==> src/rtl/y86_prog_loader.sv <==
// Loads a length-prefixed byte-serial program image into instruction memory,
// releases the Y86-64 core from reset, then records its final status and cycle count.
module y86_prog_loader #(
    parameter int ADDR_W     = 10,
    parameter int CNT_W      = 32,
    parameter int MAX_CYCLES = 100000
) (
    input  logic              clk,
    input  logic              rst_n,
    input  logic              in_valid,
    input  logic [7:0]        in_data,
    output logic              in_ready,
    output logic              imem_we,
    output logic [ADDR_W-1:0] imem_addr,
    output logic [7:0]        imem_wdata,
    output logic              cpu_rst_n,
    input  logic [1:0]        cpu_status,
    output logic              done,
    output logic [1:0]        final_status,
    output logic              timeout,
    output logic              err_overflow,
    output logic [CNT_W-1:0]  cycle_count,
    output logic [2:0]        dbg_state
);

    typedef enum logic [2:0] {
        S_HDR0  = 3'd0,
        S_HDR1  = 3'd1,
        S_LOAD  = 3'd2,
        S_START = 3'd3,
        S_RUN   = 3'd4,
        S_DONE  = 3'd5
    } state_t;

    localparam logic [16:0]      CAPACITY = 17'd1 << ADDR_W;
    localparam logic [CNT_W-1:0] MAX_CNT  = CNT_W'(MAX_CYCLES);

    state_t              state_q, state_d;
    logic [7:0]          len_lo_q, len_lo_d;
    logic [ADDR_W-1:0]   ptr_q, ptr_d;
    logic [15:0]         rem_q, rem_d;
    logic                in_ready_q, in_ready_d;
    logic                imem_we_q, imem_we_d;
    logic [ADDR_W-1:0]   imem_addr_q, imem_addr_d;
    logic [7:0]          imem_wdata_q, imem_wdata_d;
    logic                cpu_rst_n_q, cpu_rst_n_d;
    logic                done_q, done_d;
    logic [1:0]          final_status_q, final_status_d;
    logic                timeout_q, timeout_d;
    logic                err_overflow_q, err_overflow_d;
    logic [CNT_W-1:0]    cycle_count_q, cycle_count_d;

    // Valid/ready: a byte moves on a rising edge where in_valid and in_ready are both 1.
    logic                xfer;
    logic [15:0]         len_full;
    logic [CNT_W-1:0]    cnt_inc;

    assign xfer     = in_valid & in_ready_q;
    assign len_full = {in_data, len_lo_q};
    assign cnt_inc  = cycle_count_q + CNT_W'(1);

    always_ff @(posedge clk or negedge rst_n) begin
        if (!rst_n) begin
            state_q        <= S_HDR0;
            len_lo_q       <= '0;
            ptr_q          <= '0;
            rem_q          <= '0;
            in_ready_q     <= 1'b0;
            imem_we_q      <= 1'b0;
            imem_addr_q    <= '0;
            imem_wdata_q   <= '0;
            cpu_rst_n_q    <= 1'b0;
            done_q         <= 1'b0;
            final_status_q <= 2'b00;
            timeout_q      <= 1'b0;
            err_overflow_q <= 1'b0;
            cycle_count_q  <= '0;
        end else begin
            state_q        <= state_d;
            len_lo_q       <= len_lo_d;
            ptr_q          <= ptr_d;
            rem_q          <= rem_d;
            in_ready_q     <= in_ready_d;
            imem_we_q      <= imem_we_d;
            imem_addr_q    <= imem_addr_d;
            imem_wdata_q   <= imem_wdata_d;
            cpu_rst_n_q    <= cpu_rst_n_d;
            done_q         <= done_d;
            final_status_q <= final_status_d;
            timeout_q      <= timeout_d;
            err_overflow_q <= err_overflow_d;
            cycle_count_q  <= cycle_count_d;
        end
    end

    always_comb begin
        state_d        = state_q;
        len_lo_d       = len_lo_q;
        ptr_d          = ptr_q;
        rem_d          = rem_q;
        imem_we_d      = 1'b0;
        imem_addr_d    = imem_addr_q;
        imem_wdata_d   = imem_wdata_q;
        cpu_rst_n_d    = cpu_rst_n_q;
        done_d         = done_q;
        final_status_d = final_status_q;
        timeout_d      = timeout_q;
        err_overflow_d = err_overflow_q;
        cycle_count_d  = cycle_count_q;

        case (state_q)
            S_HDR0: begin
                if (xfer) begin
                    len_lo_d = in_data;
                    state_d  = S_HDR1;
                end
            end
            S_HDR1: begin
                if (xfer) begin
                    if (len_full == 16'd0) begin
                        state_d = S_START;
                    end else if ({1'b0, len_full} > CAPACITY) begin
                        err_overflow_d = 1'b1;
                        done_d         = 1'b1;
                        state_d        = S_DONE;
                    end else begin
                        ptr_d   = '0;
                        rem_d   = len_full;
                        state_d = S_LOAD;
                    end
                end
            end
            S_LOAD: begin
                if (xfer) begin
                    imem_we_d    = 1'b1;
                    imem_addr_d  = ptr_q;
                    imem_wdata_d = in_data;
                    ptr_d        = ptr_q + ADDR_W'(1);
                    rem_d        = rem_q - 16'd1;
                    if (rem_q == 16'd1) state_d = S_START;
                end
            end
            S_START: begin
                // The last imem write lands during this cycle; release follows it.
                cycle_count_d = '0;
                cpu_rst_n_d   = 1'b1;
                state_d       = S_RUN;
            end
            S_RUN: begin
                if (cpu_status != 2'b00) begin
                    final_status_d = cpu_status;
                    done_d         = 1'b1;
                    state_d        = S_DONE;
                end else begin
                    cycle_count_d = cnt_inc;
                    if (cnt_inc == MAX_CNT) begin
                        timeout_d      = 1'b1;
                        done_d         = 1'b1;
                        final_status_d = 2'b00;
                        state_d        = S_DONE;
                    end
                end
            end
            S_DONE: begin
            end
            default: state_d = S_HDR0;
        endcase
    end

    assign in_ready_d = (state_d == S_HDR0) || (state_d == S_HDR1) || (state_d == S_LOAD);

    assign in_ready     = in_ready_q;
    assign imem_we      = imem_we_q;
    assign imem_addr    = imem_addr_q;
    assign imem_wdata   = imem_wdata_q;
    assign cpu_rst_n    = cpu_rst_n_q;
    assign done         = done_q;
    assign final_status = final_status_q;
    assign timeout      = timeout_q;
    assign err_overflow = err_overflow_q;
    assign cycle_count  = cycle_count_q;
    assign dbg_state    = state_q;

endmodule

==> config.mk <==
export PLATFORM = sky130hd
export DESIGN_NAME = y86_prog_loader
export DESIGN_NICKNAME = d
export VERILOG_FILES = /design/src/rtl/y86_prog_loader.sv
export SDC_FILE = /design/constraint.sdc
export NUM_CORES = 1
export LEC_CHECK = 0
export CORE_MARGIN = 2
export CORE_UTILIZATION = 35
export CTS_BUF_LIST = sky130_fd_sc_hd__clkbuf_4
export DETAILED_ROUTE_END_ITERATION = 12
export PLACE_DENSITY = 0.57
export SETUP_SLACK_MARGIN = 0.15
export SLEW_MARGIN = 20
export SYNTH_ARGS = -nofsm -noshare
export SYNTH_HDL_FRONTEND = slang
export SYNTH_SLANG_ARGS = --single-unit
==> constraint.sdc <==
create_clock -name clk -period 4.4 [get_ports clk]
set_input_delay 1.32 -clock clk [delete_from_list [all_inputs] [get_ports clk]]
set_output_delay 1.32 -clock clk [all_outputs]
set_load 0.03 [all_outputs]
==> results.sh <==
export IMPL_status="finished, final reports clean"
export IMPL_max_freq_mhz=316
export IMPL_cts_made_buffers=9
export IMPL_fp_dieW_um=127
export IMPL_reg2reg_to="timeout$_DFFE_PN0P_"
export IMPL_max_stage_delay_ns=0.76
export IMPL_cp_cell_sequence="clkdlybuf4s50_1"
export IMPL_first_global_vias=4768
export IMPL_vdd_ir_drop_max_v=0.000134
export IMPL_yosysWarnings=0
export IMPL_worst_setup_path_start_kind="register"
export IMPL_wl_per_cell_um=16.8
export IMPL_powerDensity_nw_per_um2=395
export IMPL_drt_iter0_drc=314
export IMPL_diodes=0
export IMPL_finalSetupTns_ns=0
export IMPL_r2r_start="cycle_count[1]$_DFFE_PN0P_"
export IMPL_clock_root_buffer="clkbuf_4"
export IMPL_r2r_slack_ns=1.31
export IMPL_hpwl_um=10300
export IMPL_drc=0
export IMPL_yosysSeqAreaShare=0.451
export IMPL_slew_violations=0
export IMPL_timing_final_hold_violations=0
export IMPL_power_leakage_nw=2.74
export IMPL_clkTransAtPathRegs_ns=0.15
export IMPL_worstSetupStartpoint="cycle_count[8]$_DFFE_PN0P_"
export IMPL_cp_top_family="buffers and inverters"
export IMPL_synth_edf_count=0
export IMPL_required_ns=3.08
export IMPL_max_slew_margin=0.448
export IMPL_hold_class="reg2reg"
export IMPL_grt_max_degree=60
export IMPL_io_pins=74
export IMPL_clk_latency_ns=0.47
export IMPL_final_util=0.430
export IMPL_finalSetupViolCount=0
export IMPL_num_vias=4829
export IMPL_gr_total_overflow=0
export IMPL_arrival_ns=1.85
export IMPL_skew_ns=0.0200
export IMPL_cts_num_sinks=95
export IMPL_endpoint="cycle_count[8]"
export IMPL_synth_cells=609
export IMPL_worst_path_buf_inv=1
export IMPL_ys_ff_latch=95
export IMPL_ys_flop_type="dfrtp_1"
export IMPL_rows=44
export IMPL_io_buffers=73
export IMPL_wirelength_um=14500
export IMPL_die_h_um=127
export IMPL_layout_nets=691
export IMPL_min_period_over_period=0.720
export IMPL_async_reset_ff_frac=1.00
export IMPL_cts_resized=0
export IMPL_cts_tree="done"
export IMPL_start_util=0.360
export IMPL_crit_cells=1
export IMPL_globalRouteTotalUtil=0.188
export IMPL_syn_cell_area_um2=5280
export IMPL_path_class="reg2out"
export IMPL_via_per_inst=5.60
export IMPL_core_um2=14600
export IMPL_period_minus_slack_ns=3.17
export IMPL_die_area_um2=16100
export IMPL_cts_max_path_buffers=2
export IMPL_synth_avg_cell_area_um2=8.66
export IMPL_area_growth_pct=19.4
export IMPL_drive_above_1_share=0.0811
export IMPL_path_max_fanout=12
export IMPL_synth_top_area_cell="dfrtp_1"
export IMPL_end_kind="primary output"
export IMPL_syn_nets=626
export IMPL_ys_types=66
export IMPL_grt_antenna_before_repair=0
export IMPL_gp_congestion=0.850
export IMPL_cpMaxStageDelayCell="clkdlybuf4s50_1"
export IMPL_rr_worst_depth=8
export IMPL_cts_htree_levels=3
export IMPL_synth_top_cell_area_share=0.451
export IMPL_grt_pass1_wl_um=24200
export IMPL_synth_area_leaders="dfrtp_1 45%, o21ai_0 7.3%, nand2_1 7.3%, nor2_1 3.7%, a21oi_1 3.1%"
export IMPL_cap_violations=0
export IMPL_postRouteAntennaNets=0
export IMPL_fillers=1462
export IMPL_tightestPinTransition_ns=0.829
export IMPL_rsz0062_at_grt="false"
export IMPL_ctsHoldBuffers=0
export IMPL_post_cts_setup_buffers=0
export IMPL_first_pass_iters=5
## registers in the layout (all words and copies together) (netlist names)
signal	flops
imem_addr	10
imem_we	1
len_lo_q	8
cpu_rst_n	1
done	1
timeout	1
in_ready	1
rem_q	16
final_status	2
dbg_state	3
cycle_count	32
imem_wdata	8
err_overflow	1
ptr_q	10
## layer usage
metal | GRT usage | share of wire | vias up
met3 | 0.0536 | 0.050 | 15
met5 | 0 | 0 | -
met4 | 0.0472 | 0.012 | 0
li1 | - | - | 2313
met2 | 0.320 | 0.48 | 140
met1 | 0.237 | 0.46 | 2361
## layout by cell type (no fill, tap or decap), types with 3 or more instances in the layout
master           synthesis  layout
a21boi_0                 3       3
a21o_1                   3       3
a21oi_1                 33      33
a22oi_1                  6       6
a31oi_1                  5       5
and2_1                   4       4
and3_1                  10      10
and4_1                   5       5
buf_4                    1      13
clkbuf_4                 0      10
clkdlybuf4s50_1          0      72
dfrtp_1                 95      95
ha_1                     4       4
inv_1                   12      12
mux2_2                   9       9
mux2i_1                  4       4
nand2_1                102     102
nand3_1                 30      30
nand4_1                 14      14
nor2_1                  52      52
nor2b_1                  3       3
nor3_1                  18      17
nor4_1                   8       8
nor4b_1                  3       3
o21ai_0                 77      77
o22ai_1                  4       4
o31ai_1                  6       6
o41ai_1                  4       4
or3_1                    6       6
xnor2_1                  5       5
xor2_1                  11      11
## Yosys cell counts, drive strengths merged (10+ instances only)
library cell / number
nor3: 21
o21ai: 78
clkbuf: 22
nor2: 54
dfrtp: 95
nand2: 102
xor2: 11
inv: 12
and3: 10
a21oi: 33
mux2: 10
nand4: 16
nand3: 31
## kinds of logic after synthesis
kind of cell / share of synthesized area
adders and majority gates: 0.00949
and+or+nand+nor: 0.266
AOI/OAI and AO/OA: 0.177
xor gates and xnor gates: 0.0266
muxes: 0.0296
buffers and inverters: 0.0401
DFF: 0.451
## through the flow
| step | hold slack [ns] | std cells | setup slack [ns] | instance area (um2) | total power (W) |
|---|---|---|---|---|---|
| after floorplan | 0.451 | 609 | 1.36 | 5280 | 0.00168 |
| after global placement | 0.443 | 847 | 0.918 | 6170 | 0.00200 |
| after detailed placement | 0.454 | 847 | 0.864 | 6170 | 0.00202 |
| after CTS | 0.489 | 862 | 1.21 | 6300 | 0.00251 |
| after global routing | 0.516 | 862 | 1.07 | 6300 | 0.00266 |
| final | 0.485 | 862 | 1.23 | 6300 | 0.00249 |
## final cells by class
type,count,area [um2],area share
Multi-Input combinational cell,470,2690,0.427
Sequential cell,95,2380,0.377
Timing Repair Buffer,85,818,0.130
Tap cell,184,230,0.0365
Clock buffer,10,75.1,0.0119
Clock inverter,5,58.8,0.00933
Inverter,13,48.8,0.00774
## report_power, final
part	switching [W]	internal, W	total (W)
clock network	0.000310	0.000178	0.000489
logic	0.000509	0.000312	0.000821
registers	0.000165	0.00101	0.00118
total	0.000984	0.00150	0.00249
## worst min-delay path by stage
stage          slack, ns                  endpoint  cells past startpoint                     start
6_report            0.48     cpu_rst_n$_DFFE_PN0P_                      1     cpu_rst_n$_DFFE_PN0P_
3_5_place_dp        0.45  err_overflow$_DFFE_PN0P_                      1  err_overflow$_DFFE_PN0P_
2_1_floorplan       0.45     rem_q[15]$_DFFE_PN0P_                      1     rem_q[15]$_DFFE_PN0P_
4_1_cts             0.49     cpu_rst_n$_DFFE_PN0P_                      1     cpu_rst_n$_DFFE_PN0P_
5_1_grt             0.52     cpu_rst_n$_DFFE_PN0P_                      1     cpu_rst_n$_DFFE_PN0P_
3_3_place_gp        0.44       timeout$_DFFE_PN0P_                      1       timeout$_DFFE_PN0P_
Power figures use the tool's default switching activity.
